[config.mk]
export PLATFORM = sky130hd
export DESIGN_NAME = pw_verify_fsm_flat
export DESIGN_NICKNAME = d
export VERILOG_FILES = /design/src/rtl/pw_verify_if.sv /design/src/rtl/pw_verify_fsm.sv /design/src/flat_wrapper.sv
export SDC_FILE = /design/constraint.sdc
export NUM_CORES = 1
export LEC_CHECK = 0
export CAP_MARGIN = 20
export CORE_ASPECT_RATIO = 0.9
export CORE_MARGIN = 2
export CORE_UTILIZATION = 50
export DETAILED_ROUTE_END_ITERATION = 6
export PLACE_DENSITY = 0.84
export SETUP_SLACK_MARGIN = 0.5
export SLEW_MARGIN = 10
export SYNTH_ARGS = -nofsm -noshare
export SYNTH_HDL_FRONTEND = slang
export SYNTH_SLANG_ARGS = --single-unit
[constraint.sdc]
create_clock -name clk -period 4.5 [get_ports clk]
set_clock_uncertainty 0.15 [all_clocks]
set_input_delay 0.9 -clock clk [delete_from_list [all_inputs] [get_ports clk]]
set_output_delay 0.9 -clock clk [all_outputs]
set_load 0.005 [all_outputs]
[src/rtl/pw_verify_if.sv]
// Keypad/password bus between the entry panel side and the verifier.
// Carries the stored password, key strobes, and the verifier status back.
interface pw_verify_if #(
   parameter int unsigned MAX_LEN   = 4,
   parameter int unsigned CHAR_W    = 2,
   parameter int unsigned MAX_FAILS = 3
);
   localparam int unsigned LEN_W  = $clog2(MAX_LEN + 1);
   localparam int unsigned FAIL_W = $clog2(MAX_FAILS + 1);

   logic [MAX_LEN*CHAR_W-1:0] pw_set;
   logic [LEN_W-1:0]          pw_length;
   logic                      key_valid;
   logic [CHAR_W-1:0]         key_bits;
   logic                      compare;
   logic                      clear;
   logic                      unlocked;
   logic                      locked_out;
   logic                      fail_pulse;
   logic [LEN_W-1:0]          entry_count;
   logic [FAIL_W-1:0]         fail_count;

   modport master (
      output pw_set, pw_length, key_valid, key_bits, compare, clear,
      input  unlocked, locked_out, fail_pulse, entry_count, fail_count
   );

   modport slave (
      input  pw_set, pw_length, key_valid, key_bits, compare, clear,
      output unlocked, locked_out, fail_pulse, entry_count, fail_count
   );
endinterface

[src/rtl/pw_verify_fsm.sv]
// Password verifier: checks keypad chars on the fly against the stored
// password, drives the unlock window and a timed lockout after repeated fails.
module pw_verify_fsm #(
   parameter int unsigned MAX_LEN        = 4,
   parameter int unsigned CHAR_W         = 2,
   parameter int unsigned MAX_FAILS      = 3,
   parameter int unsigned LOCKOUT_CYCLES = 1000,
   parameter int unsigned UNLOCK_CYCLES  = 500
) (
   input logic          clk,
   input logic          resetn,
   pw_verify_if.slave   bus
);
   localparam int unsigned LEN_W   = $clog2(MAX_LEN + 1);
   localparam int unsigned FAIL_W  = $clog2(MAX_FAILS + 1);
   localparam int unsigned TMR_MAX = (LOCKOUT_CYCLES > UNLOCK_CYCLES) ? LOCKOUT_CYCLES : UNLOCK_CYCLES;
   localparam int unsigned TMR_W   = $clog2(TMR_MAX);

   typedef enum logic [1:0] {
      IDLE,
      ENTRY,
      UNLOCKED,
      LOCKOUT
   } state_e;

   state_e             state_q, state_d;
   logic [LEN_W-1:0]   entry_count_q, entry_count_d;
   logic [FAIL_W-1:0]  fail_count_q, fail_count_d;
   logic               mismatch_q, mismatch_d;
   logic               overflow_q, overflow_d;
   logic [TMR_W-1:0]   timer_q, timer_d;
   logic               unlocked_q, unlocked_d;
   logic               locked_out_q, locked_out_d;
   logic               fail_pulse_q, fail_pulse_d;

   logic [CHAR_W-1:0]  exp_char;
   logic [FAIL_W-1:0]  fail_inc;
   logic               match;

   // Stored char at the current entry position; mux keeps the select in range.
   always_comb begin
      exp_char = '0;
      for (int unsigned i = 0; i < MAX_LEN; i++) begin
         if (entry_count_q == LEN_W'(i)) begin
            exp_char = bus.pw_set[i*CHAR_W +: CHAR_W];
         end
      end
   end

   assign match = !mismatch_q && !overflow_q &&
                  (entry_count_q == bus.pw_length) && (bus.pw_length != '0);
   assign fail_inc = fail_count_q + FAIL_W'(1);

   always_comb begin
      state_d       = state_q;
      entry_count_d = entry_count_q;
      fail_count_d  = fail_count_q;
      mismatch_d    = mismatch_q;
      overflow_d    = overflow_q;
      timer_d       = timer_q;
      fail_pulse_d  = 1'b0;

      case (state_q)
         IDLE, ENTRY: begin
            // Priority: clear, then compare, then key.
            if (bus.clear) begin
               entry_count_d = '0;
               mismatch_d    = 1'b0;
               overflow_d    = 1'b0;
               state_d       = IDLE;
            end else if (bus.compare) begin
               entry_count_d = '0;
               mismatch_d    = 1'b0;
               overflow_d    = 1'b0;
               timer_d       = '0;
               if (match) begin
                  state_d      = UNLOCKED;
                  fail_count_d = '0;
               end else begin
                  fail_pulse_d = 1'b1;
                  fail_count_d = fail_inc;
                  state_d      = (fail_inc == FAIL_W'(MAX_FAILS)) ? LOCKOUT : IDLE;
               end
            end else if (bus.key_valid) begin
               state_d = ENTRY;
               if (entry_count_q < LEN_W'(MAX_LEN)) begin
                  if ((bus.key_bits != exp_char) || (entry_count_q >= bus.pw_length)) begin
                     mismatch_d = 1'b1;
                  end
                  entry_count_d = entry_count_q + LEN_W'(1);
               end else begin
                  overflow_d = 1'b1;
               end
            end
         end
         UNLOCKED: begin
            if (timer_q == TMR_W'(UNLOCK_CYCLES - 1)) begin
               state_d = IDLE;
            end else begin
               timer_d = timer_q + TMR_W'(1);
            end
         end
         LOCKOUT: begin
            if (timer_q == TMR_W'(LOCKOUT_CYCLES - 1)) begin
               state_d      = IDLE;
               fail_count_d = '0;
            end else begin
               timer_d = timer_q + TMR_W'(1);
            end
         end
      endcase

      unlocked_d   = (state_d == UNLOCKED);
      locked_out_d = (state_d == LOCKOUT);
   end

   always_ff @(posedge clk) begin
      if (!resetn) begin
         state_q       <= IDLE;
         entry_count_q <= '0;
         fail_count_q  <= '0;
         mismatch_q    <= 1'b0;
         overflow_q    <= 1'b0;
         timer_q       <= '0;
         unlocked_q    <= 1'b0;
         locked_out_q  <= 1'b0;
         fail_pulse_q  <= 1'b0;
      end else begin
         state_q       <= state_d;
         entry_count_q <= entry_count_d;
         fail_count_q  <= fail_count_d;
         mismatch_q    <= mismatch_d;
         overflow_q    <= overflow_d;
         timer_q       <= timer_d;
         unlocked_q    <= unlocked_d;
         locked_out_q  <= locked_out_d;
         fail_pulse_q  <= fail_pulse_d;
      end
   end

   assign bus.unlocked    = unlocked_q;
   assign bus.locked_out  = locked_out_q;
   assign bus.fail_pulse  = fail_pulse_q;
   assign bus.entry_count = entry_count_q;
   assign bus.fail_count  = fail_count_q;

endmodule

[src/flat_wrapper.sv]
// flat-port wrapper written by rule: the top's interface ports become plain ports
module pw_verify_fsm_flat 
#(
   parameter int unsigned MAX_LEN        = 4,
   parameter int unsigned CHAR_W         = 2,
   parameter int unsigned MAX_FAILS      = 3,
   parameter int unsigned LOCKOUT_CYCLES = 1000,
   parameter int unsigned UNLOCK_CYCLES  = 500
)
  (clk, resetn, bus_pw_set, bus_pw_length, bus_key_valid, bus_key_bits, bus_compare, bus_clear, bus_unlocked, bus_locked_out, bus_fail_pulse, bus_entry_count, bus_fail_count);
  pw_verify_if #(.MAX_LEN(MAX_LEN), .CHAR_W(CHAR_W), .MAX_FAILS(MAX_FAILS)) bus_i ();
  input logic clk;
  input logic resetn;
  input wire logic [$bits(bus_i.pw_set)-1:0] bus_pw_set;
  input wire logic [$bits(bus_i.pw_length)-1:0] bus_pw_length;
  input wire logic [$bits(bus_i.key_valid)-1:0] bus_key_valid;
  input wire logic [$bits(bus_i.key_bits)-1:0] bus_key_bits;
  input wire logic [$bits(bus_i.compare)-1:0] bus_compare;
  input wire logic [$bits(bus_i.clear)-1:0] bus_clear;
  output wire logic [$bits(bus_i.unlocked)-1:0] bus_unlocked;
  output wire logic [$bits(bus_i.locked_out)-1:0] bus_locked_out;
  output wire logic [$bits(bus_i.fail_pulse)-1:0] bus_fail_pulse;
  output wire logic [$bits(bus_i.entry_count)-1:0] bus_entry_count;
  output wire logic [$bits(bus_i.fail_count)-1:0] bus_fail_count;
  assign bus_i.pw_set = bus_pw_set;
  assign bus_i.pw_length = bus_pw_length;
  assign bus_i.key_valid = bus_key_valid;
  assign bus_i.key_bits = bus_key_bits;
  assign bus_i.compare = bus_compare;
  assign bus_i.clear = bus_clear;
  assign bus_unlocked = bus_i.unlocked;
  assign bus_locked_out = bus_i.locked_out;
  assign bus_fail_pulse = bus_i.fail_pulse;
  assign bus_entry_count = bus_i.entry_count;
  assign bus_fail_count = bus_i.fail_count;
  pw_verify_fsm #(.MAX_LEN(MAX_LEN), .CHAR_W(CHAR_W), .MAX_FAILS(MAX_FAILS), .LOCKOUT_CYCLES(LOCKOUT_CYCLES), .UNLOCK_CYCLES(UNLOCK_CYCLES)) u_core (.clk(clk), .resetn(resetn), .bus(bus_i));
endmodule
# Word-level counts from Yosys, hierarchy flattened
# Cells that the tools add are included.
# Widths: inputs -> output; s select.
[word_totals]
ff_bits = 22
input_bits = 18
out_inout_bits = 8
[op_classes]
addsub = 3
magnitude_cmp = 2
n_eq_ne = 19
mux = 36
bitwise = 3
reduce_logical = 20
[op_table]
columns = ["cell", "n"]
rows = [
  ["$mux 10", 4],
  ["$mux 2", 15],
  ["$pmux 10 s3", 1],
  ["$mux 3", 4],
  ["$reduce_and 4->1", 3],
  ["$reduce_bool 3->1", 4],
  ["$add 10x1->10 const B", 1],
  ["$eq 10x10->1 const B", 1],
  ["$eq 10x9->1 const B", 1],
  ["$eq 2x2->1 const B", 5],
  ["$mux 1", 10],
  ["$ne 2x2->1 const B", 4],
  ["$eq 3x2->1 const B", 2],
  ["$pmux 2 s3", 1],
  ["$reduce_and 3->1", 2],
  ["$pmux 2 s2", 1],
  ["$reduce_or 4->1", 1],
  ["$add 3x1->3 const B", 1],
  ["$eq 3x1->1 const B", 1],
  ["$eq 3x3->1", 1],
  ["$ge 3x3->1", 1],
  ["$logic_and 1x1->1", 3],
  ["$logic_not 3->1", 1],
  ["$lt 3x3->1 const B", 1],
  ["other kinds (11)", 14],
]

# Longest topological paths before layout
# Gate-level depths: netlist of the first run.
[depth]
ltp_word = 12
ltp_mapped = 7
ltp_nobuf = 7

# Worst setup path after synthesis of the first run
# OpenSTA, ideal clock, no wires.
[synth_path]
path_kind = "input to register"
startpoint = "input bus_pw_length[1]"
endpoint = "register u_core.unlocked_q (netlist: u_core.bus.unlocked)"
setup_ns = 0.114
arrival_ns = 2.221
t_required_ns = 4.236
setup_slack_ns = 2.014
cell_stages = 7
path_cell_list = "inv_1 ha_1 and4bb_2 o311ai_2 a311oi_1 a21oi_1 a2111oi_0"
[synth_via]
elab_chain_cells = 8
elab_cells_between_ends = 9
[synth_lines]
columns = ["element", "line", "rtl"]
rows = [
  ["from (decl)", "flat_wrapper.sv:15", "input wire logic [$bits(bus_i.pw_length)-1:0] bus_pw_length;"],
  ["$eq 3x3->1", "pw_verify_fsm.sv:51", "(entry_count_q == bus.pw_length) && (bus.pw_length != '0);"],
  ["$logic_and 1x1->1", "pw_verify_fsm.sv:50", "assign match = !mismatch_q && !overflow_q &&"],
  ["$logic_and 1x1->1 *", "pw_verify_fsm.sv:51", ""],
  ["$mux 2 *", "pw_verify_fsm.sv:76", "if (match) begin"],
  ["$mux 2 *", "pw_verify_fsm.sv:71", "end else if (bus.compare) begin"],
  ["$mux 2 *", "pw_verify_fsm.sv:66", "if (bus.clear) begin"],
  ["$pmux 2 s3 *", "pw_verify_fsm.sv:63", "case (state_q)"],
  ["$eq 2x2->1 *", "pw_verify_fsm.sv:113", "unlocked_d = (state_d == UNLOCKED);"],
  ["to (signal assigned)", "pw_verify_fsm.sv:135", "unlocked_q <= unlocked_d;"],
  ["to (decl)", "pw_verify_fsm.sv:32", "logic unlocked_q, unlocked_d;"],
]
# Every way passes the cells marked *; elsewhere a longest branch is shown, timed or not.
# A chain may end at the register's enable or synchronous reset.

# Worst setup path after layout of the first run
# Ends and elaborated chain as after synthesis.

==> results by group, run 1 <==
Outcome
  • Status: finished clean

Floorplan
  • Die Area: a little under 3000 µm²
  • IO Pins: 26
  • Chip Width: ~57 µm
  • Die height: 51.5 µm
  • Standard-cell row count: 17
  • Core box area: between 2000 and 2500 µm²
  • Initial Utilization: between 50% and 60%

Worst setup path
  • Setup crit end kind: register
  • Startpoint Class: input port
  • Worst R2R Path Depth: 7
  • Worst path arrival time: about 3.0 ns
  • CP max FO: 5
  • WS Path Type: input port to register
  • Reg2Reg Launch Point: u_core.bus.entry_count[0]
  • Worst Path Required: between 4 and 5 ns
  • R2R setup slack: 2.09 ns
  • Reg-to-reg endpoint: u_core.bus.unlocked

Synth
  • Post-synthesis xor/xnor area fraction: 4.19%
  • Post-synth EDFFs: 0
  • Mapped cell area: between 1000 and 1500 µm²
  • Top FF cell, synth: dfxtp_1
  • Cells after synthesis: roughly 150
  • Simple-gate share of the synthesized area: ~24%
  • FFs w/ async S/R, synth: 0%
  • Syn_area_per_cell: around 8.6 µm²
  • Syn Nets: approximately 170
  • #FFs+latches synth: 22
  • Mux cell area share after synthesis: 0%
  • Synth warn: 0
  • Seq/Total Area, Yosys: a little over a third
  • Yosys cell types: 41
  • Compound-Gate Fraction of Synth Area: around a quarter
  • Synth Area in Adders: roughly a tenth
  • Largest family of logic cells by synthesized area: simple AND/OR/NAND/NOR gates

Timing
  • Highest Clock Rate: ~330 MHz
  • Endpoints failing hold: 0
  • Final setup vio count: 0
  • Setup_tns: 0 ns
  • Crit path time final: ~3 ns
  • RSZ-0062 raised after global routing: no
  • Measured slew at the worst slew-check pin: 0.608 ns
  • Period utilisation layout: 66.9%
  • Relative slew margins: 59.0%
  • Final slew viol count: 0

Place
  • GP Congestion: 0.828
  • Detailed placement HPWL: 2120 µm
  • Buffers on Ports: 25

GRT
  • Overall Global Routing Usage: 21.1%
  • Largest net degree at the start of global routing: 13
  • Initial antenna violation count: 0
  • Total congestion overflow: 0
  • Vias in the first global route: roughly 1200
  • First-pass GRT wire length: slightly below 5000 µm

Clock tree
  • Clk_lat worst skew: between 0.3 and 0.4 ns
  • Root Driver: clkbuf_4
  • Clock H-tree levels: 1
  • CTS tree: built
  • Clk slew on worst S/H paths: approximately 0.12 ns
  • Hold Buf Count CTS: 0
  • Clk buf depth: 2
  • CTS Sinks: 22
  • Total CTS buffers: 3
  • Post-CTS setup buffers: 0
  • # resized after CTS: 0

Worst hold path
  • Hold path depth: 2
  • Hold Path Sink: u_core.overflow_q
  • Hold crit path type: register to register
  • Hold_sp: u_core.overflow_q

Drt
  • Routed vias: ~1200
  • # DRC: 0
  • Pre-Repair DR Iteration Count: 5
  • Wire per inst: 13.8 µm
  • 1st-iter DRT viols: 46
  • Via/cell ratio: just under 6
  • Final antenna-violating net count: 0
  • WL final: 2780 µm

Layout
  • Multi-input logic area: between 700 and 800 µm²
  • # fillers: around 200
  • Finished Core Util: 64.7%
  • Share of layout cells above drive strength 1: under 10%
  • Reg area: roughly 440 µm²
  • Synthesis-to-layout area growth: 25.0%
  • Nets: ~200
  • # diodes: 0

Job
  • Max Cap Viol: 0

Pwr
  • P_leak: 0.557 nW
  • Power per cell area: between 200 and 250 nW/µm²
  • Worst vdd ir: just under 0.2 mV
## state kept, by name (all words and copies together) (netlist names)
register,flops
u_core.bus.entry_count,3
u_core.bus.fail_count,2
u_core.bus.fail_pulse,1
u_core.bus.locked_out,1
u_core.bus.unlocked,1
u_core.mismatch_q,1
u_core.overflow_q,1
u_core.state_q,2
u_core.timer_q,10
## cell usage after synthesis (2+ instances only)
cell	instances	share of area, %
a21oi_1	11	4.4
dfxtp_1	22	35
nand2b_1	6	3.0
a31oi_1	3	1.5
xor2_1	5	3.5
nand3b_1	2	1.2
nand4_1	2	1.0
nor2_1	18	5.4
ha_1	10	10
o21ai_0	10	4.0
nand3_1	3	1.2
a32oi_1	2	1.4
or3_1	2	1.0
a311oi_1	2	1.4
clkbuf_1	2	0.60
and2_1	4	2.0
nor3_1	2	0.80
inv_1	8	2.4
nand2_1	10	3.0
## per-stage QoR
step	instance area [µm²]	instances	total power, mW	worst slack, ns	hold WS [ns]
6_report	1570	201	0.359	1.49	0.335
5_1_grt	1570	201	0.373	1.34	0.367
4_1_cts	1570	201	0.361	1.53	0.335
3_5_place_dp	1530	197	0.255	1.22	0.309
3_3_place_gp	1530	197	0.253	1.40	0.309
2_1_floorplan	1250	146	0.228	2.01	0.279
## critical path: stages
cell and delay (ns):
clkdlybuf4s50_1 0.51, inv_1 0.06, ha_1 0.28, and4bb_2 0.24
o311ai_2 0.18, a311oi_1 0.32, a21oi_1 0.10, a2111oi_0 0.45
## per-layer routing
layer / track usage [%] / share of wire [%] / wire length, µm / vias to the layer above
met4: 9.69 / 1.4 / 38 / 0
met2: 40.1 / 48 / 1340 / 49
li1: - / - / - / 580
met3: 2.99 / 7.1 / 196 / 6
met1: 23.3 / 43 / 1200 / 545
met5: 0 / 0 / 0 / -
## worst max-delay path by stage
stage | startpoint | to | slack [ns]
after global placement | bus_pw_length[1] | u_core.bus.unlocked | 1.40
after detailed placement | bus_pw_length[1] | u_core.bus.unlocked | 1.22
after global routing | bus_pw_length[1] | u_core.bus.unlocked | 1.34
final | bus_pw_length[1] | u_core.bus.unlocked | 1.49
after CTS | bus_pw_length[1] | u_core.bus.unlocked | 1.53
after floorplan | bus_pw_length[1] | u_core.bus.unlocked | 2.01
## cell type report
| cell class | instances | share of cell area (%) |
|---|---|---|
| Clock buffer | 4 | 2.31 |
| Timing Repair Buffer | 25 | 16.0 |
| Inverter | 8 | 1.92 |
| Tap cell | 28 | 2.23 |
| Sequential cell | 22 | 28.1 |
| Multi-Input combinational cell | 114 | 49.5 |
## kinds of logic (layout without fill, tap and decap cells)
family,count (synthesis),after routing
AO/OA/AOI/OAI,40,40
buffers and inverters,10,37
XOR/XNOR,6,6
flip-flops,22,22
adder cells (fa/ha/maj),10,10
AND/OR/NAND/NOR,58,58
## cells in the final DEF (no fill, tap or decap), drive strengths merged, types with 2 or more instances in the layout
| cell type | instances |
|---|---|
| clkdlybuf4s50 | 25 |
| dfxtp | 22 |
| nor2 | 19 |
| a21oi | 11 |
| o21ai | 10 |
| nand2 | 10 |
| ha | 10 |
| inv | 8 |
| nand2b | 6 |
| xor2 | 5 |
| and2 | 5 |
| clkbuf | 4 |
| nand3 | 3 |
| a31oi | 3 |
| nand4 | 2 |
| a32oi | 2 |
| a311oi | 2 |
| nor3 | 2 |
| or3 | 2 |
| nand3b | 2 |
| a2111oi | 2 |
| a211oi | 2 |
## power by group
group	switching, mW	internal, mW	total [mW]
logic	0.0229	0.0280	0.0509
registers	0.00256	0.198	0.200
clock network	0.0590	0.0495	0.108
total	0.0845	0.275	0.359
Note: power is estimated with default switching activity, not from simulation.
==> inputs of run 2 (changes only) <==
- clock period: 4.5 -> 2.9 ns (I/O delays scaled with it)
==> run 2 against run 1 <==
Compared with the run above:
- non-clock buffer count rose by 1
- clock-buffer cell count unchanged
- clock power rose by 58%
- core utilization up 0.52 points
- register-to-register slack worse by 1.3 ns
- critical path depth down 1
- final area increased by 0.80%
- combinational power rose by 59%
- sequential power rose by 55%
- global-route usage down 0.82 points
- largest power group unchanged
==> results by group, run 2 (synthesized netlist as in run 1, its figures left out) <==
Layout
  • Share of layout cells above drive strength 1: under 10%
  • # diodes: 0
  • Most common cell after layout, fill and taps aside: clkdlybuf4s50_1
  • Finished Core Util: between 60% and 70%
  • Post-route cell area: ~1600 µm²
  • # fillers: around 200
  • Max FFs per register: 10
  • Nets: between 200 and 250
  • Most frequent cells in the layout: clkdlybuf4s50_1 (23), dfxtp_1 (22), nor2_1 (18), a21oi_1 (11)
  • Top reg by flops: u_core.timer_q
  • Synthesis-to-layout area growth: 26.0%
  • Fin cells: roughly 200

Place
  • Dpl cell area: 1540 µm²
  • Buffers on Ports: 25
  • Detailed placement HPWL: about 2200 µm
  • Place WS: 0.129 ns
  • GP Congestion: around 0.8
  • Post-Place Cells: ~200

Pwr
  • Worst vdd ir: between 0.3 and 0.4 mV
  • Internal power: approximately 0.43 mW
  • Sw frac: about a quarter
  • Switching power total: between 0.1 and 0.15 mW
  • Clk network pwr share: a little over 30%
  • Gate power share: between 10 and 15%
  • Power per cell area: 356 nW/µm²
  • Sequential Power Share: 55.2%
  • PnR Total Power: roughly 0.56 mW
  • P_leak: roughly 0.58 nW

Drt
  • Wire per inst: about 14 µm
  • 1st-iter DRT viols: 32
  • Pre-Repair DR Iteration Count: 4
  • Via/cell ratio: a little under 6
  • Final antenna-violating net count: 0
  • # DRC: 0
  • Routed vias: about 1200
  • WL final: approximately 2900 µm

Worst setup path
  • Worst path arrival time: about 2.3 ns
  • Reg2Reg Launch Point: u_core.bus.entry_count[0]
  • WS Path Type: input port to register
  • R2R setup slack: 0.75 ns
  • Worst R2R Path Depth: 7
  • Startpoint Class: input port
  • Worst setup path endpoint: u_core.bus.unlocked
  • Setup crit end kind: register
  • Reg-to-reg endpoint: u_core.bus.unlocked
  • CP max FO: 3
  • Worst Path Required: 2.96 ns
  • Crit path launch: bus_pw_length[2]

Clock tree
  • Clock H-tree levels: 1
  • Clk_lat worst skew: approximately 0.32 ns
  • CTS Sinks: 22
  • Hold Buf Count CTS: 0
  • Post-CTS setup buffers: 0
  • Clk buf depth: 2
  • CTS tree: built
  • Root Driver: clkbuf_4
  • Clk slew on worst S/H paths: roughly 0.12 ns
  • Total CTS buffers: 3

Timing
  • Post-route setup slack: between 0.6 and 0.7 ns
  • Measured slew at the worst slew-check pin: between 0.6 and 0.7 ns
  • Setup_tns: 0 ns
  • Final slew viol count: 0
  • Period utilisation layout: 77.3%
  • Endpoints failing hold: 0
  • Highest Clock Rate: approximately 450 MHz
  • WHS: 0.328 ns
  • Crit path time final: 2.24 ns
  • RSZ-0062 raised after global routing: no
  • Relative slew margins: between 50% and 60%
  • Final setup vio count: 0

GRT
  • Overall Global Routing Usage: 20.3%
  • Total congestion overflow: 0
  • Initial antenna violation count: 0
  • Vias in the first global route: ~1200
  • Largest net degree at the start of global routing: 13
  • First-pass GRT wire length: 4820 µm

Worst hold path
  • Hold crit path type: register to register

Floorplan
  • Initial Utilization: ~52%
  • IO Pins: 26
  • Chip Width: 56.8 µm
  • Die height: about 50 µm
  • Standard-cell row count: 17
  • Die Area: just under 3000 µm²
  • Core box area: 2420 µm²

Job
  • Max Cap Viol: 0

Outcome
  • Status: finished clean
==> run 2: changes by cell type in the layout (fill, tap and decap cells not counted), sizes merged <==
cell           delta
clkdlybuf4s50     -2
dlymetal6s2s      +2
buf               +1
==> run 2: how the worst min path moves through the flow <==
stage | from | end | cells after the start
after detailed placement | u_core.bus.fail_count[0] | u_core.bus.fail_count[0] | 2
after global placement | u_core.overflow_q | u_core.overflow_q | 2
after global routing | u_core.bus.fail_count[0] | u_core.bus.fail_count[0] | 2
after CTS | u_core.bus.fail_count[0] | u_core.bus.fail_count[0] | 2
final | u_core.bus.fail_count[0] | u_core.bus.fail_count[0] | 2
after floorplan | u_core.overflow_q | u_core.overflow_q | 2
==> run 2: worst max-delay path, cell delays in order <==
cell and delay (ns):
clkdlybuf4s50_1 0.50, inv_1 0.05, ha_1 0.30, o311ai_2 0.13, a311oi_1 0.28, a21oi_1 0.09
a2111oi_0 0.37
==> run 2: cell type report <==
class,instances,area (µm²),share of cell area (%)
Tap cell,28,35.0,2.22
Timing Repair Buffer,26,263,16.6
Sequential cell,22,440,27.9
Multi-Input combinational cell,114,776,49.1
Inverter,8,30.0,1.90
Clock buffer,4,36.3,2.30
==> run 2: metal layers <==
layer	track usage [%]	vias to the layer above	routed length, µm
met5	0	-	0
met1	22.4	551	1230
li1	-	587	-
met2	40.7	29	1470
met4	5.43	0	29
met3	2.49	5	137
==> run 2: repair_timing <==
item / 4_1_cts / 5_1_grt
pin swaps: 2 / 3
hold endpoints to repair: 0 / 0
setup endpoints to repair: 1 / 1
gates resized for setup: 0 / 2
==> run 2: power groups by stage <==
| stage | clock network, mW | registers, mW | logic (mW) |
|---|---|---|---|
| 6_report | 0.171 | 0.310 | 0.0808 |
| 2_1_floorplan | 0 | 0.316 | 0.0378 |
| 3_3_place_gp | 0 | 0.317 | 0.0768 |
| 5_1_grt | 0.178 | 0.311 | 0.0882 |
| 4_1_cts | 0.169 | 0.310 | 0.0808 |
| 3_5_place_dp | 0 | 0.317 | 0.0799 |
==> inputs of run 3 (changes only) <==
- CORE_UTILIZATION: 50 -> 45
- PLACE_DENSITY: 0.84 -> 0.8
- clock period: 2.9 -> 2 ns (I/O delays scaled with it)
==> run 3 against run 2 <==
Compared with the run above:
- the run now ends with negative setup slack left
- critical path depth grew 2
- via count grew 21%
- register-to-register slack lost 0.79 ns
- largest power group unchanged
- total power grew 69%
- combinational power grew 140%
- critical endpoint is now u_core.timer_q[2]
- highest routed layer unchanged
- global-route usage grew 7.2 points
- setup slack lost 0.70 ns
==> results by group, run 3 (synthesized netlist as in run 1, its figures left out) <==
GRT
  • First-pass GRT wire length: around 6300 µm
  • Vias in the first global route: around 1400
  • Initial antenna violation count: 0
  • Overall Global Routing Usage: a little over a quarter
  • Most used routing layer: met2
  • Largest net degree at the start of global routing: 14
  • Total congestion overflow: 0
  • Met3 Track Usage GR: approximately 6.5%
  • Met1 Usage GRT: ~27%
  • M2 GR Usage: about half

Layout
  • Max FFs per register: 10
  • Multi-input logic area: a little over 1000 µm²
  • # fillers: around 160
  • Most common cell after layout, fill and taps aside: buf_4
  • Most frequent cells in the layout: buf_4 (29), buf_6 (17), nor2_1 (15), dfxtp_1 (14), clkdlybuf4s50_1 (12)
  • Fin cells: between 200 and 250
  • Top reg by flops: u_core.timer_q
  • Nets: around 250
  • Synthesis-to-layout area growth: 78.5%
  • # diodes: 0
  • Reg area: 458 µm²
  • Share of layout cells above drive strength 1: 46.5%

Worst hold path
  • Hold path depth: 2
  • Hold Path Sink: u_core.overflow_q
  • Hold crit path type: register to register
  • Hold_sp: u_core.overflow_q

Timing
  • RSZ-0062 raised after global routing: yes
  • Final setup vio count: 3
  • Highest Clock Rate: a little under 500 MHz
  • Final slew viol count: 0
  • WHS: between 0.3 and 0.4 ns
  • Post-route setup slack: -0.0412 ns
  • Period utilisation layout: 102%
  • Crit path time final: between 2 and 2.5 ns
  • Relative slew margins: slightly below 70%
  • Endpoints failing hold: 0
  • Measured slew at the worst slew-check pin: about 0.47 ns

Floorplan
  • Die height: 54.1 µm
  • Chip Width: 59.6 µm
  • Core box area: roughly 2700 µm²
  • Initial Utilization: 46.4%
  • IO Pins: 26
  • Standard-cell row count: 18
  • Die Area: between 3000 and 4000 µm²

Drt
  • Wire per inst: roughly 18 µm
  • 1st-iter DRT viols: 47
  • Final antenna-violating net count: 0
  • # DRC: 0
  • Pre-Repair DR Iteration Count: 4
  • WL final: between 4000 and 5000 µm
  • Via/cell ratio: between 5 and 6
  • Routed vias: approximately 1400

Clock tree
  • Total CTS buffers: 3
  • Root Driver: clkbuf_4
  • CTS tree: built
  • Clock H-tree levels: 1
  • Clk slew on worst S/H paths: roughly 0.14 ns
  • Clk_lat worst skew: 0.35 ns
  • CTS Sinks: 22
  • Clk buf depth: 2

Worst setup path
  • R2R setup slack: -0.04 ns
  • Reg-to-reg endpoint: u_core.timer_q[2]
  • Worst path arrival time: roughly 2.2 ns
  • Setup crit end kind: register
  • Startpoint Class: register
  • Worst Path Required: 2.14 ns
  • WS Path Type: register to register
  • CP max FO: 4
  • Crit path launch: u_core.timer_q[2]
  • Worst R2R Path Depth: 9
  • Reg2Reg Launch Point: u_core.timer_q[2]

Place
  • GP Congestion: about 0.9
  • Post-Place Cells: about 220
  • Detailed placement HPWL: between 2000 and 3000 µm
  • Buffers on Ports: 25

Outcome
  • Violated checks: negative setup slack
  • Status: finished, violations left

Job
  • Max Cap Viol: 0

Pwr
  • Worst vdd ir: approximately 0.47 mV
  • P_leak: slightly below 0.9 nW
  • Power per cell area: approximately 420 nW/µm²
run 3: how the worst max path moves through the flow:
stage	endpoint	slack, ns
floorplan	u_core.timer_q[2]	0.09
global placement	u_core.bus.unlocked	-0.47
detailed placement	u_core.bus.unlocked	-0.65
CTS	u_core.timer_q[2]	-0.02
global route	u_core.timer_q[2]	-0.13
finish	u_core.timer_q[2]	-0.04
run 3: where the power goes:
part / leakage, nW / switching [mW] / internal (mW)
Sequential: 0.183 / 0.00626 / 0.442
Clock: 0.0261 / 0.157 / 0.153
Combinational: 0.667 / 0.0857 / 0.107
Total: 0.876 / 0.249 / 0.702
run 3: timing repair:
action                     4_1_cts  5_1_grt
pin swaps                       19       14
buffers inserted                14        6
gates resized for setup         63       22
setup endpoints to repair       27       26
hold buffers                     0        0
run 3: routing by layer:
| layer | share of wire [%] | wire length [µm] |
|---|---|---|
| met3 | 4.7 | 204 |
| met1 | 38 | 1630 |
| met4 | 4.9 | 213 |
| met5 | 0 | 0 |
| met2 | 53 | 2280 |
run 3: through the flow:
stage               instance area [µm²]  TNS, ns  utilization (%)  power, mW  worst slack [ns]
finish                             2240  -0.0559             82.8      0.951           -0.0412
global route                       2240   -0.588             82.8      0.978            -0.130
CTS                                2120  -0.0359             78.6      0.925           -0.0194
detailed placement                 1820    -3.41             67.4      0.609            -0.652
global placement                   1820    -2.56             67.4      0.603            -0.468
floorplan                          1360        0                -      0.518            0.0910
run 3: worst max-delay path, stage by stage (launching register included):
cell	delay, ns
dfxtp_2	0.36
buf_6	0.09
buf_6	0.08
buf_6	0.08
buf_6	0.08
nand4b_1	0.14
a2111oi_4	0.49
or2_4	0.23
buf_6	0.10
o221a_1	0.18
run 3: final cells by class:
type                    instances  share of cell area (%)
multi-input cells             114                    45.9
clock buffers                   4                    2.12
well taps                      30                    1.68
inverters                       8                    1.90
flip-flops and latches         22                    20.5
repair buffers                 69                    27.9
